## src/rtl/tl_ul_master_driver_pkg.sv

```systemverilog
// Shared TL-UL widths, opcodes, transaction-type codes and FSM encodings for the master driver.
// Bus widths default here and may be overridden by defining the TL_* macros before this file.
`ifndef TL_ADDR_BITS
`define TL_ADDR_BITS 32
`endif
`ifndef TL_SIZE_BITS
`define TL_SIZE_BITS 3
`endif
`ifndef TL_SOURCE_BITS
`define TL_SOURCE_BITS 4
`endif
`ifndef TL_DATA_BYTES
`define TL_DATA_BYTES 8
`endif

package tl_ul_master_driver_pkg;
    localparam int ADDR_W     = `TL_ADDR_BITS;
    localparam int SIZE_W     = `TL_SIZE_BITS;
    localparam int SRC_W      = `TL_SOURCE_BITS;
    localparam int DATA_BYTES = `TL_DATA_BYTES;
    localparam int DATA_W     = DATA_BYTES * 8;
    localparam int LANE_W     = $clog2(DATA_BYTES);

    // Largest legal beat size: one full data bus
    localparam logic [SIZE_W-1:0] MAX_SIZE = SIZE_W'(LANE_W);

    localparam logic [2:0] TL_OP_PUT_FULL        = 3'd0;
    localparam logic [2:0] TL_OP_PUT_PARTIAL     = 3'd1;
    localparam logic [2:0] TL_OP_GET             = 3'd4;
    localparam logic [2:0] TL_OP_ACCESS_ACK      = 3'd0;
    localparam logic [2:0] TL_OP_ACCESS_ACK_DATA = 3'd1;

    typedef enum logic [1:0] {
        TT_GET        = 2'd0,
        TT_PUTFULL    = 2'd1,
        TT_PUTPARTIAL = 2'd2,
        TT_RESERVED   = 2'd3
    } txn_type_e;

    typedef enum logic [1:0] {
        ST_IDLE   = 2'd0,
        ST_A_SEND = 2'd1,
        ST_D_WAIT = 2'd2,
        ST_DONE   = 2'd3
    } state_e;

    function automatic logic [2:0] a_opcode_for(input txn_type_e t);
        case (t)
            TT_GET:     return TL_OP_GET;
            TT_PUTFULL: return TL_OP_PUT_FULL;
            default:    return TL_OP_PUT_PARTIAL;
        endcase
    endfunction

    function automatic logic [2:0] d_opcode_for(input txn_type_e t);
        return (t == TT_GET) ? TL_OP_ACCESS_ACK_DATA : TL_OP_ACCESS_ACK;
    endfunction

    function automatic logic [ADDR_W-1:0] align_addr(input logic [ADDR_W-1:0] a,
                                                     input logic [SIZE_W-1:0] s);
        return a & ~((ADDR_W'(1) << s) - ADDR_W'(1));
    endfunction
endpackage

```

## src/rtl/tl_ul_master_driver_if.sv

```systemverilog
// TL-UL A and D channel bundle; master drives A and d_ready, slave drives a_ready and D.
interface tl_ul_master_driver_if;
    import tl_ul_master_driver_pkg::*;

    logic                  a_valid;
    logic                  a_ready;
    logic [2:0]            a_opcode;
    logic [2:0]            a_param;
    logic [SIZE_W-1:0]     a_size;
    logic [SRC_W-1:0]      a_source;
    logic [ADDR_W-1:0]     a_address;
    logic [DATA_BYTES-1:0] a_mask;
    logic [DATA_W-1:0]     a_data;

    logic                  d_valid;
    logic                  d_ready;
    logic [2:0]            d_opcode;
    logic [1:0]            d_param;
    logic [SIZE_W-1:0]     d_size;
    logic [SRC_W-1:0]      d_source;
    logic                  d_denied;
    logic [DATA_W-1:0]     d_data;
    logic                  d_corrupt;

    modport master (
        output a_valid, a_opcode, a_param, a_size, a_source, a_address, a_mask, a_data,
        input  a_ready,
        input  d_valid, d_opcode, d_param, d_size, d_source, d_denied, d_data, d_corrupt,
        output d_ready
    );

    modport slave (
        input  a_valid, a_opcode, a_param, a_size, a_source, a_address, a_mask, a_data,
        output a_ready,
        output d_valid, d_opcode, d_param, d_size, d_source, d_denied, d_data, d_corrupt,
        input  d_ready
    );
endinterface

```

## src/rtl/tl_ul_master_driver_mask_gen.sv

```systemverilog
// Byte-lane mask for a naturally aligned beat of 2**size bytes; purely combinational.
module tl_mask_gen
    import tl_ul_master_driver_pkg::*;
(
    input  logic [SIZE_W-1:0]     size,
    input  logic [LANE_W-1:0]     addr_lo,
    output logic [DATA_BYTES-1:0] mask
);
    // A lane is enabled when it falls in the same 2**size block as the address
    always_comb begin
        mask = '0;
        for (int i = 0; i < DATA_BYTES; i++) begin
            mask[i] = ((LANE_W'(i) >> size) == (addr_lo >> size));
        end
    end
endmodule

```

## src/rtl/tl_ul_master_driver.sv

```systemverilog
// Single-outstanding TL-UL master: one A beat one cycle after accept, held until a_ready; D accepted only in D_WAIT.
// Optional watchdog under TL_MASTER_TIMEOUT_EN aborts after TIMEOUT_CYCLES cycles with resp_error and timeout set.
module tl_ul_master_driver
    import tl_ul_master_driver_pkg::*;
#(
    parameter int TIMEOUT_CYCLES = 1024
) (
    input  logic                  clk,
    input  logic                  rst,
    input  logic                  start_transaction,
    input  logic [1:0]            transaction_type,
    input  logic [ADDR_W-1:0]     address,
    input  logic [SIZE_W-1:0]     size,
    input  logic [SRC_W-1:0]      source,
    input  logic [DATA_W-1:0]     write_data,
    input  logic [DATA_BYTES-1:0] write_mask,
    tl_ul_master_driver_if.master tl,
    output logic [DATA_W-1:0]     read_data,
    output logic                  transaction_done,
    output logic                  resp_error,
    output logic                  timeout,
    output logic                  busy
);
    state_e                state;
    txn_type_e             cmd_type;
    txn_type_e             start_type;
    logic [SRC_W-1:0]      cmd_source;
    logic [DATA_BYTES-1:0] lane_mask;
    logic                  accept;
    logic                  cmd_ok;
    logic                  a_fire;
    logic                  d_fire;
    logic                  d_bad;
    logic                  unused_d_fields;

    assign start_type = txn_type_e'(transaction_type);
    assign accept     = start_transaction && (state == ST_IDLE || state == ST_DONE);
    assign cmd_ok     = (start_type != TT_RESERVED) && (size <= MAX_SIZE);
    assign a_fire     = tl.a_valid && tl.a_ready;
    assign d_fire     = tl.d_valid && tl.d_ready;
    assign d_bad      = tl.d_denied || tl.d_corrupt || (tl.d_source != cmd_source) ||
                        (tl.d_opcode != d_opcode_for(cmd_type));
    assign unused_d_fields = ^{tl.d_param, tl.d_size};

    tl_mask_gen u_mask_gen (
        .size    (size),
        .addr_lo (address[LANE_W-1:0]),
        .mask    (lane_mask)
    );

`ifdef TL_MASTER_TIMEOUT_EN
    localparam int TMO_W = $clog2(TIMEOUT_CYCLES + 1);
    logic [TMO_W-1:0] tmo_cnt;
    logic             timeout_q;
    assign timeout = timeout_q;
`else
    localparam int unused_timeout_cycles = TIMEOUT_CYCLES;
    assign timeout = 1'b0;
`endif

    always_ff @(posedge clk or posedge rst) begin
        if (rst) begin
            state            <= ST_IDLE;
            cmd_type         <= TT_GET;
            cmd_source       <= '0;
            tl.a_valid       <= 1'b0;
            tl.a_opcode      <= '0;
            tl.a_param       <= '0;
            tl.a_size        <= '0;
            tl.a_source      <= '0;
            tl.a_address     <= '0;
            tl.a_mask        <= '0;
            tl.a_data        <= '0;
            tl.d_ready       <= 1'b0;
            read_data        <= '0;
            transaction_done <= 1'b0;
            resp_error       <= 1'b0;
            busy             <= 1'b0;
`ifdef TL_MASTER_TIMEOUT_EN
            tmo_cnt          <= '0;
            timeout_q        <= 1'b0;
`endif
        end else begin
            case (state)
                ST_IDLE, ST_DONE: begin
                    if (accept) begin
                        cmd_type   <= start_type;
                        cmd_source <= source;
`ifdef TL_MASTER_TIMEOUT_EN
                        tmo_cnt    <= '0;
                        timeout_q  <= 1'b0;
`endif
                        if (cmd_ok) begin
                            state            <= ST_A_SEND;
                            busy             <= 1'b1;
                            transaction_done <= 1'b0;
                            resp_error       <= 1'b0;
                            tl.a_valid       <= 1'b1;
                            tl.a_opcode      <= a_opcode_for(start_type);
                            tl.a_param       <= '0;
                            tl.a_size        <= size;
                            tl.a_source      <= source;
                            tl.a_address     <= align_addr(address, size);
                            tl.a_mask        <= (start_type == TT_PUTPARTIAL) ?
                                                (write_mask & lane_mask) : lane_mask;
                            tl.a_data        <= (start_type == TT_GET) ? '0 : write_data;
                        end else begin
                            // Malformed command completes immediately without touching the bus
                            state            <= ST_DONE;
                            transaction_done <= 1'b1;
                            resp_error       <= 1'b1;
                        end
                    end
                end
                ST_A_SEND: begin
                    if (a_fire) begin
                        state      <= ST_D_WAIT;
                        tl.a_valid <= 1'b0;
                        tl.d_ready <= 1'b1;
                    end
                end
                ST_D_WAIT: begin
                    if (d_fire) begin
                        state            <= ST_DONE;
                        tl.d_ready       <= 1'b0;
                        busy             <= 1'b0;
                        transaction_done <= 1'b1;
                        resp_error       <= d_bad;
                        if (cmd_type == TT_GET && tl.d_opcode == TL_OP_ACCESS_ACK_DATA) begin
                            read_data <= tl.d_data;
                        end
                    end
                end
                default: state <= ST_IDLE;
            endcase
`ifdef TL_MASTER_TIMEOUT_EN
            // Placed after the case so an expiry overrides any same-cycle handshake
            if (busy) begin
                if (tmo_cnt == TMO_W'(TIMEOUT_CYCLES - 1)) begin
                    state            <= ST_DONE;
                    tl.a_valid       <= 1'b0;
                    tl.d_ready       <= 1'b0;
                    busy             <= 1'b0;
                    transaction_done <= 1'b1;
                    resp_error       <= 1'b1;
                    timeout_q        <= 1'b1;
                end else begin
                    tmo_cnt <= tmo_cnt + TMO_W'(1);
                end
            end
`endif
        end
    end
endmodule

```

## src/flat_wrapper.sv

```systemverilog
// flat-port wrapper written by rule: the top's interface ports become plain ports
module tl_ul_master_driver_flat import tl_ul_master_driver_pkg::*;
#(
    parameter int TIMEOUT_CYCLES = 1024
)
  (clk, rst, start_transaction, transaction_type, address, size, source, write_data, write_mask, read_data, transaction_done, resp_error, timeout, busy, tl_a_valid, tl_a_opcode, tl_a_param, tl_a_size, tl_a_source, tl_a_address, tl_a_mask, tl_a_data, tl_a_ready, tl_d_valid, tl_d_opcode, tl_d_param, tl_d_size, tl_d_source, tl_d_denied, tl_d_data, tl_d_corrupt, tl_d_ready);
  tl_ul_master_driver_if tl_i ();
  input  logic clk;
  input  logic rst;
  input  logic start_transaction;
  input  logic [1:0] transaction_type;
  input  logic [ADDR_W-1:0] address;
  input  logic [SIZE_W-1:0] size;
  input  logic [SRC_W-1:0] source;
  input  logic [DATA_W-1:0] write_data;
  input  logic [DATA_BYTES-1:0] write_mask;
  output logic [DATA_W-1:0] read_data;
  output logic transaction_done;
  output logic resp_error;
  output logic timeout;
  output logic busy;
  output wire logic [$bits(tl_i.a_valid)-1:0] tl_a_valid;
  output wire logic [$bits(tl_i.a_opcode)-1:0] tl_a_opcode;
  output wire logic [$bits(tl_i.a_param)-1:0] tl_a_param;
  output wire logic [$bits(tl_i.a_size)-1:0] tl_a_size;
  output wire logic [$bits(tl_i.a_source)-1:0] tl_a_source;
  output wire logic [$bits(tl_i.a_address)-1:0] tl_a_address;
  output wire logic [$bits(tl_i.a_mask)-1:0] tl_a_mask;
  output wire logic [$bits(tl_i.a_data)-1:0] tl_a_data;
  input wire logic [$bits(tl_i.a_ready)-1:0] tl_a_ready;
  input wire logic [$bits(tl_i.d_valid)-1:0] tl_d_valid;
  input wire logic [$bits(tl_i.d_opcode)-1:0] tl_d_opcode;
  input wire logic [$bits(tl_i.d_param)-1:0] tl_d_param;
  input wire logic [$bits(tl_i.d_size)-1:0] tl_d_size;
  input wire logic [$bits(tl_i.d_source)-1:0] tl_d_source;
  input wire logic [$bits(tl_i.d_denied)-1:0] tl_d_denied;
  input wire logic [$bits(tl_i.d_data)-1:0] tl_d_data;
  input wire logic [$bits(tl_i.d_corrupt)-1:0] tl_d_corrupt;
  output wire logic [$bits(tl_i.d_ready)-1:0] tl_d_ready;
  assign tl_a_valid = tl_i.a_valid;
  assign tl_a_opcode = tl_i.a_opcode;
  assign tl_a_param = tl_i.a_param;
  assign tl_a_size = tl_i.a_size;
  assign tl_a_source = tl_i.a_source;
  assign tl_a_address = tl_i.a_address;
  assign tl_a_mask = tl_i.a_mask;
  assign tl_a_data = tl_i.a_data;
  assign tl_i.a_ready = tl_a_ready;
  assign tl_i.d_valid = tl_d_valid;
  assign tl_i.d_opcode = tl_d_opcode;
  assign tl_i.d_param = tl_d_param;
  assign tl_i.d_size = tl_d_size;
  assign tl_i.d_source = tl_d_source;
  assign tl_i.d_denied = tl_d_denied;
  assign tl_i.d_data = tl_d_data;
  assign tl_i.d_corrupt = tl_d_corrupt;
  assign tl_d_ready = tl_i.d_ready;
  tl_ul_master_driver #(.TIMEOUT_CYCLES(TIMEOUT_CYCLES)) u_core (.clk(clk), .rst(rst), .start_transaction(start_transaction), .transaction_type(transaction_type), .address(address), .size(size), .source(source), .write_data(write_data), .write_mask(write_mask), .tl(tl_i), .read_data(read_data), .transaction_done(transaction_done), .resp_error(resp_error), .timeout(timeout), .busy(busy));
endmodule
```

## config.mk

```make
export PLATFORM = sky130hd
export DESIGN_NAME = tl_ul_master_driver_flat
export DESIGN_NICKNAME = d
export VERILOG_FILES = /design/src/rtl/tl_ul_master_driver_pkg.sv /design/src/rtl/tl_ul_master_driver_if.sv /design/src/rtl/tl_ul_master_driver_mask_gen.sv /design/src/rtl/tl_ul_master_driver.sv /design/src/flat_wrapper.sv
export SDC_FILE = /design/constraint.sdc
export NUM_CORES = 1
export LEC_CHECK = 0
export CAP_MARGIN = 30
export CORE_AREA = 2 2 148 150
export DETAILED_ROUTE_END_ITERATION = 16
export DIE_AREA = 0 0 150 152
export PLACE_DENSITY = 0.82
export SKIP_LAST_GASP = 1
export SLEW_MARGIN = 40
export SYNTH_ARGS = -nofsm -noshare
export SYNTH_HDL_FRONTEND = slang
export SYNTH_SLANG_ARGS = --single-unit
```

## constraint.sdc

```tcl
create_clock -name clk -period 6 [get_ports clk]
set_clock_uncertainty 0.05 [all_clocks]
set_input_delay 0.6 -clock clk [delete_from_list [all_inputs] [get_ports clk]]
set_output_delay 0.6 -clock clk [all_outputs]
set_load 0.02 [all_outputs]
```

==> impl_results.html, run 1 <==
<table>
<tr><th>Metric</th><th>Value</th></tr>
<tr><th colspan="2">Drt</th></tr>
<tr><td>Number of remaining DRC errors</td><td>0</td></tr>
<tr><td>First-iteration detailed-routing DRC count</td><td>275</td></tr>
<tr><td>Overall via count from detail_route</td><td>between 6,000 and 7,000</td></tr>
<tr><td>First-pass iteration count of the detailed router</td><td>4</td></tr>
<tr><td>Avg Vias per Cell</td><td>between 4 and 5</td></tr>
<tr><td>Per-cell routed wire length</td><td>18.2 um</td></tr>
<tr><td>Post-route ant nets</td><td>0</td></tr>
<tr><td>Total wirelength of the detailed-routed design</td><td>approximately 22 mm</td></tr>
<tr><th colspan="2">GRT</th></tr>
<tr><td>Aggregate global routing overflow</td><td>0</td></tr>
<tr><td>Total track usage</td><td>about a fifth</td></tr>
<tr><td>Global-route wire length before repair</td><td>34.2 mm</td></tr>
<tr><td>Maximum number of pins on one net before global-route repair</td><td>about 150</td></tr>
<tr><td>Vias in the first global route</td><td>approximately 6,400</td></tr>
<tr><td>Number of antenna violations at the first check in global routing</td><td>1</td></tr>
<tr><th colspan="2">Yosys</th></tr>
<tr><td>Post-synthesis cell type with the largest combined area</td><td>sky130_fd_sc_hd__dfrtp_1</td></tr>
<tr><td>Warnings from Yosys</td><td>0</td></tr>
<tr><td>Cell types with the largest area share after synthesis</td><td>sky130_fd_sc_hd__dfrtp_1 (61%), sky130_fd_sc_hd__a22o_1 (10%), sky130_fd_sc_hd__mux2_1 (5.8%)</td></tr>
<tr><td>Post-synthesis cell area</td><td>roughly 7800 um2</td></tr>
<tr><td>Fraction of registers with async set/reset</td><td>100%</td></tr>
<tr><td>Post-synthesis cell type count</td><td>55</td></tr>
<tr><td>Number of flops mapped to enable cells by yosys</td><td>0</td></tr>
<tr><td>Count of mapped cells out of synthesis</td><td>roughly 570</td></tr>
<tr><td>Most frequently used flop master after synthesis</td><td>sky130_fd_sc_hd__dfrtp_1</td></tr>
<tr><td>Synthesized area per cell</td><td>approximately 14 um2</td></tr>
<tr><td>Synthesized flop and latch total</td><td>190</td></tr>
<tr><td>Fraction of post-synthesis cell area in the top cell type by area</td><td>slightly above 60%</td></tr>
<tr><td>Sequential-to-total area share from yosys stat</td><td>between 60% and 70%</td></tr>
<tr><th colspan="2">Cells and area</th></tr>
<tr><td>Area growth from synthesis to final layout</td><td>58.5%</td></tr>
<tr><td>Most common cell after layout, fill and taps aside</td><td>sky130_fd_sc_hd__clkdlybuf4s50_1</td></tr>
<tr><td>Filler cells</td><td>roughly 1,800</td></tr>
<tr><td>Commonest cells after routing, fill and taps aside</td><td>sky130_fd_sc_hd__clkdlybuf4s50_1 (372), sky130_fd_sc_hd__dfrtp_1 (190), sky130_fd_sc_hd__a22o_1 (89), sky130_fd_sc_hd__nand2_1 (47), sky130_fd_sc_hd__mux2_1 (40)</td></tr>
<tr><td>Number of nets in the finished design</td><td>approximately 1,100</td></tr>
<tr><td>Design area</td><td>approximately 12,000 um2</td></tr>
<tr><td>Fraction of final layout cells sized beyond drive strength 1</td><td>8.53%</td></tr>
<tr><td>Final Non-Filler Cells</td><td>1,231</td></tr>
<tr><td>Utilization of the core after routing</td><td>roughly 58%</td></tr>
<tr><th colspan="2">Setup path</th></tr>
<tr><td>WP data arrival</td><td>3750 ps</td></tr>
<tr><td>Category of the most critical setup path</td><td>primary input to flip-flop</td></tr>
<tr><td>Critical path buffer and inverter count</td><td>4</td></tr>
<tr><td>Sequence of cells on the critical path</td><td>clkdlybuf4s50_1 -&gt; ha_1 -&gt; and3b_1 -&gt; or3_4 -&gt; buf_12 -&gt; nor2_4 -&gt; clkbuf_16 -&gt; buf_4 -&gt; a22o_1</td></tr>
<tr><td>Worst path required time</td><td>between 6000 and 7000 ps</td></tr>
<tr><td>Nature of the critical path startpoint</td><td>primary input</td></tr>
<tr><td>Crit-path slowest cell</td><td>sky130_fd_sc_hd__clkdlybuf4s50_1</td></tr>
<tr><td>Capturing element type of the critical path</td><td>flip-flop</td></tr>
<tr><td>Largest driver fanout on the critical path</td><td>41</td></tr>
<tr><td>Kind of cell adding the most delay to the critical path</td><td>buffers and inverters</td></tr>
<tr><td>Biggest cell delay along the critical path</td><td>~830 ps</td></tr>
<tr><th colspan="2">Clock tree</th></tr>
<tr><td>Total of cells resized after clock tree synthesis</td><td>0</td></tr>
<tr><td>Post-CTS setup repair buffer count</td><td>0</td></tr>
<tr><td>CTS max path bufs</td><td>2</td></tr>
<tr><td>Clock tree from TritonCTS</td><td>yes</td></tr>
<tr><td>CTS clock-pin slew for the worst setup and hold paths</td><td>70 ps</td></tr>
<tr><td>CTS Buf Count</td><td>17</td></tr>
<tr><td>Library cell used as clock root buffer</td><td>sky130_fd_sc_hd__clkbuf_16</td></tr>
<tr><td>Deepest level of the CTS H-tree</td><td>4</td></tr>
<tr><td>Clk Latency, worst-skew pair</td><td>~420 ps</td></tr>
<tr><td>Number of clock sinks</td><td>190</td></tr>
<tr><td>Hold Buf Count CTS</td><td>0</td></tr>
<tr><th colspan="2">Die</th></tr>
<tr><td>Initial core utilization</td><td>36.3%</td></tr>
<tr><td>Standard cell core area</td><td>between 20,000 and 25,000 um2</td></tr>
<tr><td>Total I/O pin count</td><td>about 380</td></tr>
<tr><td>Width of the chip</td><td>150 um</td></tr>
<tr><td>Number of placement rows</td><td>54</td></tr>
<tr><td>Overall die height</td><td>about 150 um</td></tr>
<tr><td>Area enclosed by the die boundary</td><td>22,800 um2</td></tr>
<tr><th colspan="2">Timing</th></tr>
<tr><td>Fin crit share</td><td>about 58%</td></tr>
<tr><td>Final Max Tran Viols</td><td>0</td></tr>
<tr><td>Hold violation count in the final report</td><td>0</td></tr>
<tr><td>Worst slew pin tran</td><td>~730 ps</td></tr>
<tr><td>Min cycle time layout</td><td>approximately 3500 ps</td></tr>
<tr><td>Final count of negative-setup-slack endpoints</td><td>0</td></tr>
<tr><td>Maximum clock rate</td><td>approximately 290 MHz</td></tr>
<tr><td>Worst slew margin relative to its limit</td><td>between 50% and 60%</td></tr>
<tr><td>Setup repair after global routing missed its margin</td><td>no</td></tr>
<tr><td>TNS Setup</td><td>0 ps</td></tr>
<tr><th colspan="2">Placement</th></tr>
<tr><td>Placed inst area</td><td>roughly 12,000 um2</td></tr>
<tr><td>Total half-perimeter wirelength after legalization and detailed placement</td><td>16.3 mm</td></tr>
<tr><td>Final Wtd Congestion</td><td>just under 0.8</td></tr>
<tr><td>Placed Instances</td><td>roughly 1,200</td></tr>
<tr><td>Count of port buffers added during placement</td><td>372</td></tr>
<tr><th colspan="2">Pwr</th></tr>
<tr><td>Maximum resistive drop on vdd</td><td>about 250 uV</td></tr>
<tr><td>Leakage power</td><td>5.46 nW</td></tr>
<tr><td>Pwr Total</td><td>around 5.8 mW</td></tr>
<tr><td>Total power density per cell area</td><td>approximately 480 nW/um2</td></tr>
<tr><th colspan="2">Run</th></tr>
<tr><td>Number of maximum-capacitance constraint violations</td><td>0</td></tr>
<tr><th colspan="2">Status</th></tr>
<tr><td>Status</td><td>finished, final reports clean</td></tr>
<tr><th colspan="2">Min path</th></tr>
<tr><td>Path class of the lowest-slack min-delay path</td><td>flip-flop to flip-flop</td></tr>
</table>
## path summary, 6_finish.rpt
path,slack (ps),start,cells after the start,end
max,2550,size[1],9,u_core.tl.a_data[44]$_DFFE_PP0P_
min,430,u_core.tl.a_address[3]$_DFFE_PP0P_,2,u_core.tl.a_address[3]$_DFFE_PP0P_
max reg2reg,3010,u_core.state[0]$_DFFE_PP0P_,9,u_core.tl.a_data[44]$_DFFE_PP0P_
min reg2reg,430,u_core.tl.a_address[3]$_DFFE_PP0P_,2,u_core.tl.a_address[3]$_DFFE_PP0P_
max in group asynchronous,4490,rst,3,u_core.tl.a_mask[6]$_DFFE_PP0P_
min in group asynchronous,540,rst,2,u_core.read_data[0]$_DFFE_PP0P_
## synth_stat cells, types with 2 or more instances
library cell and number:
sky130_fd_sc_hd__buf_1 7, sky130_fd_sc_hd__and3b_1 2, sky130_fd_sc_hd__nor3b_1 2, sky130_fd_sc_hd__or4_1 2, sky130_fd_sc_hd__buf_4 7, sky130_fd_sc_hd__a22o_1 89
sky130_fd_sc_hd__xor2_1 3, sky130_fd_sc_hd__o41ai_1 2, sky130_fd_sc_hd__inv_1 9, sky130_fd_sc_hd__mux2_1 40, sky130_fd_sc_hd__nand2b_1 4, sky130_fd_sc_hd__nand2_1 47
sky130_fd_sc_hd__clkbuf_1 3, sky130_fd_sc_hd__o211ai_1 2, sky130_fd_sc_hd__o31ai_1 5, sky130_fd_sc_hd__buf_6 16, sky130_fd_sc_hd__nor2_1 15, sky130_fd_sc_hd__and2_1 2
sky130_fd_sc_hd__nand4_1 2, sky130_fd_sc_hd__o221ai_1 3, sky130_fd_sc_hd__ha_1 9, sky130_fd_sc_hd__nor3_1 4, sky130_fd_sc_hd__nand3_1 7, sky130_fd_sc_hd__dfrtp_1 190
sky130_fd_sc_hd__mux2i_1 3, sky130_fd_sc_hd__mux2_2 32, sky130_fd_sc_hd__o21ai_0 24, sky130_fd_sc_hd__xnor2_1 3, sky130_fd_sc_hd__a2111oi_0 2, sky130_fd_sc_hd__a21oi_1 3
sky130_fd_sc_hd__buf_2 8, sky130_fd_sc_hd__nor2b_1 3, sky130_fd_sc_hd__and3_1 2
## registers in the layout, indices dropped and copies added (netlist names), 2 cells and up
signal	flops
u_core.tl.a_source	4
u_core.cmd_source	4
u_core.tl.a_mask	8
u_core.state	2
u_core.cmd_type	2
u_core.tl.a_data	64
u_core.tl.a_opcode	2
u_core.read_data	64
u_core.tl.a_size	3
u_core.tl.a_address	32
## per-stage QoR
step | hold WS, ps | setup WS (ps)
floorplan | 450 | 180
global placement | 406 | 1800
detailed placement | 415 | 1870
CTS | 434 | 2280
global route | 458 | 2380
finish | 427 | 2550
## tightest hold or removal path, cell delays in order (launching register included)
cell                      delay, ps
sky130_fd_sc_hd__dfrtp_1        340
sky130_fd_sc_hd__nand2_1         50
sky130_fd_sc_hd__nand2_1         50
## power breakdown
part	internal [mW]	leakage (nW)	total (mW)	switching, mW
Clock	0.557	0.280	1.11	0.552
Combinational	1.36	2.72	2.63	1.27
Sequential	1.80	2.46	2.10	0.302
Total	3.72	5.46	5.84	2.12
## final cells by class
type | count | area, um2 | share of cell area [%]
sequential | 190 | 4750 | 38.7
timing repair buffer | 381 | 3860 | 31.4
multi-input combinational | 338 | 2690 | 21.9
clock inverter | 14 | 148 | 1.20
tap | 280 | 350 | 2.85
inverter | 9 | 46.3 | 0.377
clock buffer | 18 | 429 | 3.49
antenna | 1 | 2.50 | 0.0204
## per-layer routing
layer	global-route usage (%)	vias up	routed length, um
met5	0	-	0
met4	7.19	0	644
met3	6.58	36	1990
met2	31.8	302	10800
met1	23.3	2925	8980
li1	-	2810	-
## cell families (layout without fill, tap and decap cells)
group | Yosys count | after routing | synth area share, %
fa+ha+maj | 9 | 9 | 1.45
buf+inv | 50 | 422 | 4.44
flops | 190 | 190 | 61.3
other cells | 1 | 6 | 0.0484
mux | 75 | 75 | 10.8
simple gates | 100 | 100 | 6.42
xor+xnor | 6 | 6 | 0.678
compound gates | 143 | 143 | 14.8
No activity file was read; power rests on OpenSTA's default activity.
==> run 2: changes to the inputs <==
Settings changed: CORE_AREA 2 2 148 150 to 2 2 147 149, DIE_AREA 0 0 150 152 to 0 0 149 151, PLACE_DENSITY 0.82 to 0.8.
Clock period 6 ns to 3.3 ns, I/O delays scaled along.
==> run 2 against run 1 <==
Clock-buffer cell count did not move. Flip-flop and latch count did not move. Via count fell by 0.63%. Combinational power rose by 80%. Sequential power rose by 82%. Final area barely moved. Clock power rose by 86%. Critical path type is now flip-flop to flip-flop. Critical endpoint is now u_core.tl.a_data[19]$_DFFE_PP0P_.
==> impl_results.html, run 2 (synthesis results as in run 1) <==
<table>
<tr><th>Metric</th><th>Value</th></tr>
<tr><th colspan="2">Status</th></tr>
<tr><td>Status</td><td>finished, final reports clean</td></tr>
<tr><th colspan="2">Clock tree</th></tr>
<tr><td>Total of cells resized after clock tree synthesis</td><td>0</td></tr>
<tr><td>Number of clock sinks</td><td>190</td></tr>
<tr><td>Post-CTS setup repair buffer count</td><td>0</td></tr>
<tr><td>Library cell used as clock root buffer</td><td>sky130_fd_sc_hd__clkbuf_16</td></tr>
<tr><td>CTS Buf Count</td><td>17</td></tr>
<tr><td>Clock tree from TritonCTS</td><td>yes</td></tr>
<tr><td>Hold Buf Count CTS</td><td>0</td></tr>
<tr><td>Clk Latency, worst-skew pair</td><td>roughly 420 ps</td></tr>
<tr><td>CTS clock-pin slew for the worst setup and hold paths</td><td>70 ps</td></tr>
<tr><td>CTS max path bufs</td><td>2</td></tr>
<tr><td>Deepest level of the CTS H-tree</td><td>4</td></tr>
<tr><th colspan="2">Setup path</th></tr>
<tr><td>FF-to-FF End</td><td>u_core.tl.a_data[19]$_DFFE_PP0P_</td></tr>
<tr><td>Largest driver fanout on the critical path</td><td>65</td></tr>
<tr><td>Worst path required time</td><td>approximately 3600 ps</td></tr>
<tr><td>Capturing element type of the critical path</td><td>flip-flop</td></tr>
<tr><td>Sequence of cells on the critical path</td><td>inv_1 -&gt; ha_1 -&gt; nand2_1 -&gt; or3_4 -&gt; nor2_4 -&gt; buf_12 -&gt; a22o_1</td></tr>
<tr><td>Category of the most critical setup path</td><td>flip-flop to flip-flop</td></tr>
<tr><td>Nature of the critical path startpoint</td><td>flip-flop</td></tr>
<tr><td>Worst R2R Path Depth</td><td>7</td></tr>
<tr><td>Biggest cell delay along the critical path</td><td>610 ps</td></tr>
<tr><td>Crit-path slowest cell</td><td>sky130_fd_sc_hd__or3_4</td></tr>
<tr><td>Setup slack, reg-to-reg</td><td>slightly above 700 ps</td></tr>
<tr><td>WP data arrival</td><td>roughly 2900 ps</td></tr>
<tr><td>R2r startpoint</td><td>u_core.state[0]$_DFFE_PP0P_</td></tr>
<tr><th colspan="2">Timing</th></tr>
<tr><td>Fin crit share</td><td>between 70% and 80%</td></tr>
<tr><td>Worst slew pin tran</td><td>613 ps</td></tr>
<tr><td>Final Max Tran Viols</td><td>0</td></tr>
<tr><td>Setup repair after global routing missed its margin</td><td>no</td></tr>
<tr><td>Final count of negative-setup-slack endpoints</td><td>0</td></tr>
<tr><td>Worst slew margin relative to its limit</td><td>between 50% and 60%</td></tr>
<tr><td>Min cycle time layout</td><td>2580 ps</td></tr>
<tr><td>Hold violation count in the final report</td><td>0</td></tr>
<tr><td>Final setup slack of the worst path</td><td>about 720 ps</td></tr>
<tr><td>Maximum clock rate</td><td>between 300 and 400 MHz</td></tr>
<tr><td>TNS Setup</td><td>0 ps</td></tr>
<tr><th colspan="2">Cells and area</th></tr>
<tr><td>Design area</td><td>approximately 12,000 um2</td></tr>
<tr><td>Commonest cells after routing, fill and taps aside</td><td>sky130_fd_sc_hd__clkdlybuf4s50_1 (372), sky130_fd_sc_hd__dfrtp_1 (190), sky130_fd_sc_hd__a22o_1 (89), sky130_fd_sc_hd__nand2_1 (47), sky130_fd_sc_hd__mux2_1 (40)</td></tr>
<tr><td>Number of nets in the finished design</td><td>between 1,000 and 1,500</td></tr>
<tr><td>Fraction of final layout cells sized beyond drive strength 1</td><td>under 10%</td></tr>
<tr><td>Most common cell after layout, fill and taps aside</td><td>sky130_fd_sc_hd__clkdlybuf4s50_1</td></tr>
<tr><td>Area growth from synthesis to final layout</td><td>58.4%</td></tr>
<tr><td>Largest regs</td><td>u_core.read_data (64), u_core.tl.a_data (64), u_core.tl.a_address (32)</td></tr>
<tr><td>Filler cells</td><td>about 1,700</td></tr>
<tr><th colspan="2">GRT</th></tr>
<tr><td>Vias in the first global route</td><td>approximately 6,100</td></tr>
<tr><td>Total track usage</td><td>around a fifth</td></tr>
<tr><td>Aggregate global routing overflow</td><td>0</td></tr>
<tr><td>Number of antenna violations at the first check in global routing</td><td>1</td></tr>
<tr><td>Global-route wire length before repair</td><td>roughly 33 mm</td></tr>
<tr><td>Maximum number of pins on one net before global-route repair</td><td>between 100 and 150</td></tr>
<tr><th colspan="2">Drt</th></tr>
<tr><td>Per-cell routed wire length</td><td>~18 um</td></tr>
<tr><td>Post-route ant nets</td><td>0</td></tr>
<tr><td>First-pass iteration count of the detailed router</td><td>4</td></tr>
<tr><td>Number of remaining DRC errors</td><td>0</td></tr>
<tr><td>First-iteration detailed-routing DRC count</td><td>221</td></tr>
<tr><td>Avg Vias per Cell</td><td>4.91</td></tr>
<tr><td>Overall via count from detail_route</td><td>6,035</td></tr>
<tr><td>Total wirelength of the detailed-routed design</td><td>22.3 mm</td></tr>
<tr><th colspan="2">Min path</th></tr>
<tr><td>Path class of the lowest-slack min-delay path</td><td>primary input to asynchronous set/reset pin</td></tr>
<tr><th colspan="2">Placement</th></tr>
<tr><td>Placed inst area</td><td>between 10,000 and 15,000 um2</td></tr>
<tr><td>Final Wtd Congestion</td><td>a little over 0.8</td></tr>
<tr><td>Count of port buffers added during placement</td><td>between 300 and 400</td></tr>
<tr><td>Total half-perimeter wirelength after legalization and detailed placement</td><td>roughly 17 mm</td></tr>
<tr><td>Worst slack at placement</td><td>617 ps</td></tr>
<tr><th colspan="2">Die</th></tr>
<tr><td>Area enclosed by the die boundary</td><td>approximately 22,000 um2</td></tr>
<tr><td>Number of placement rows</td><td>53</td></tr>
<tr><td>Standard cell core area</td><td>20,800 um2</td></tr>
<tr><td>Total I/O pin count</td><td>approximately 380</td></tr>
<tr><td>Width of the chip</td><td>149 um</td></tr>
<tr><td>Initial core utilization</td><td>37.2%</td></tr>
<tr><td>Overall die height</td><td>approximately 150 um</td></tr>
<tr><th colspan="2">Pwr</th></tr>
<tr><td>Total power density per cell area</td><td>between 800 and 900 nW/um2</td></tr>
<tr><td>Maximum resistive drop on vdd</td><td>approximately 470 uV</td></tr>
<tr><td>Leakage power</td><td>~5.5 nW</td></tr>
<tr><th colspan="2">Run</th></tr>
<tr><td>Number of maximum-capacitance constraint violations</td><td>0</td></tr>
</table>
[run 2: worst max-delay path: cells and delay by family, from the launching register on]
kind,cells,cell delay (ps)
AO/OA/AOI/OAI,1,210
buffers and inverters,2,330
adder cells (fa/ha/maj),1,410
flip-flops,1,390
AND/OR/NAND/NOR,3,1080
[run 2: metrics by stage]
step	std cells	utilization, %	total power [mW]	hold slack, ps
floorplan	578	-	6.17	385
global placement	1197	56.1	8.53	402
detailed placement	1197	56.1	8.64	410
CTS	1228	58.9	10.7	348
global route	1229	58.9	11.2	379
finish	1230	58.9	10.6	341
[run 2: worst max-delay path by stage]
stage | start | to | slack (ps) | cells after the start
after floorplan | rst | u_core.busy$_DFFE_PP0P_ | 470 | 1
after global placement | size[0] | u_core.tl.a_data[40]$_DFFE_PP0P_ | 670 | 7
after detailed placement | size[0] | u_core.tl.a_data[19]$_DFFE_PP0P_ | 620 | 7
after CTS | u_core.state[0]$_DFFE_PP0P_ | u_core.tl.a_data[19]$_DFFE_PP0P_ | 690 | 7
after global routing | u_core.state[0]$_DFFE_PP0P_ | u_core.tl.a_data[19]$_DFFE_PP0P_ | 580 | 7
final | u_core.state[0]$_DFFE_PP0P_ | u_core.tl.a_data[19]$_DFFE_PP0P_ | 720 | 7
[run 2: cell type report]
class	count	area (um2)	share of cell area [%]
clock buffer	18	439	3.58
tap	275	344	2.80
antenna	2	5.00	0.0408
multi-input combinational	338	2690	21.9
inverter	9	37.5	0.306
sequential	190	4750	38.7
clock inverter	13	149	1.21
timing repair buffer	385	3860	31.4
[run 2: power breakdown]
| group | switching, mW | internal (mW) |
|---|---|---|
| Sequential | 0.555 | 3.27 |
| Clock | 0.965 | 1.09 |
| Combinational | 2.28 | 2.46 |
[run 2: routing by layer]
layer / wire length (um) / global-route usage [%] / vias up
met5: 0 / 0 / -
met4: 217 / 4.90 / 0
met3: 2120 / 7.47 / 15
met2: 11400 / 33.5 / 269
met1: 8560 / 22.3 / 2932
li1: - / - / 2819
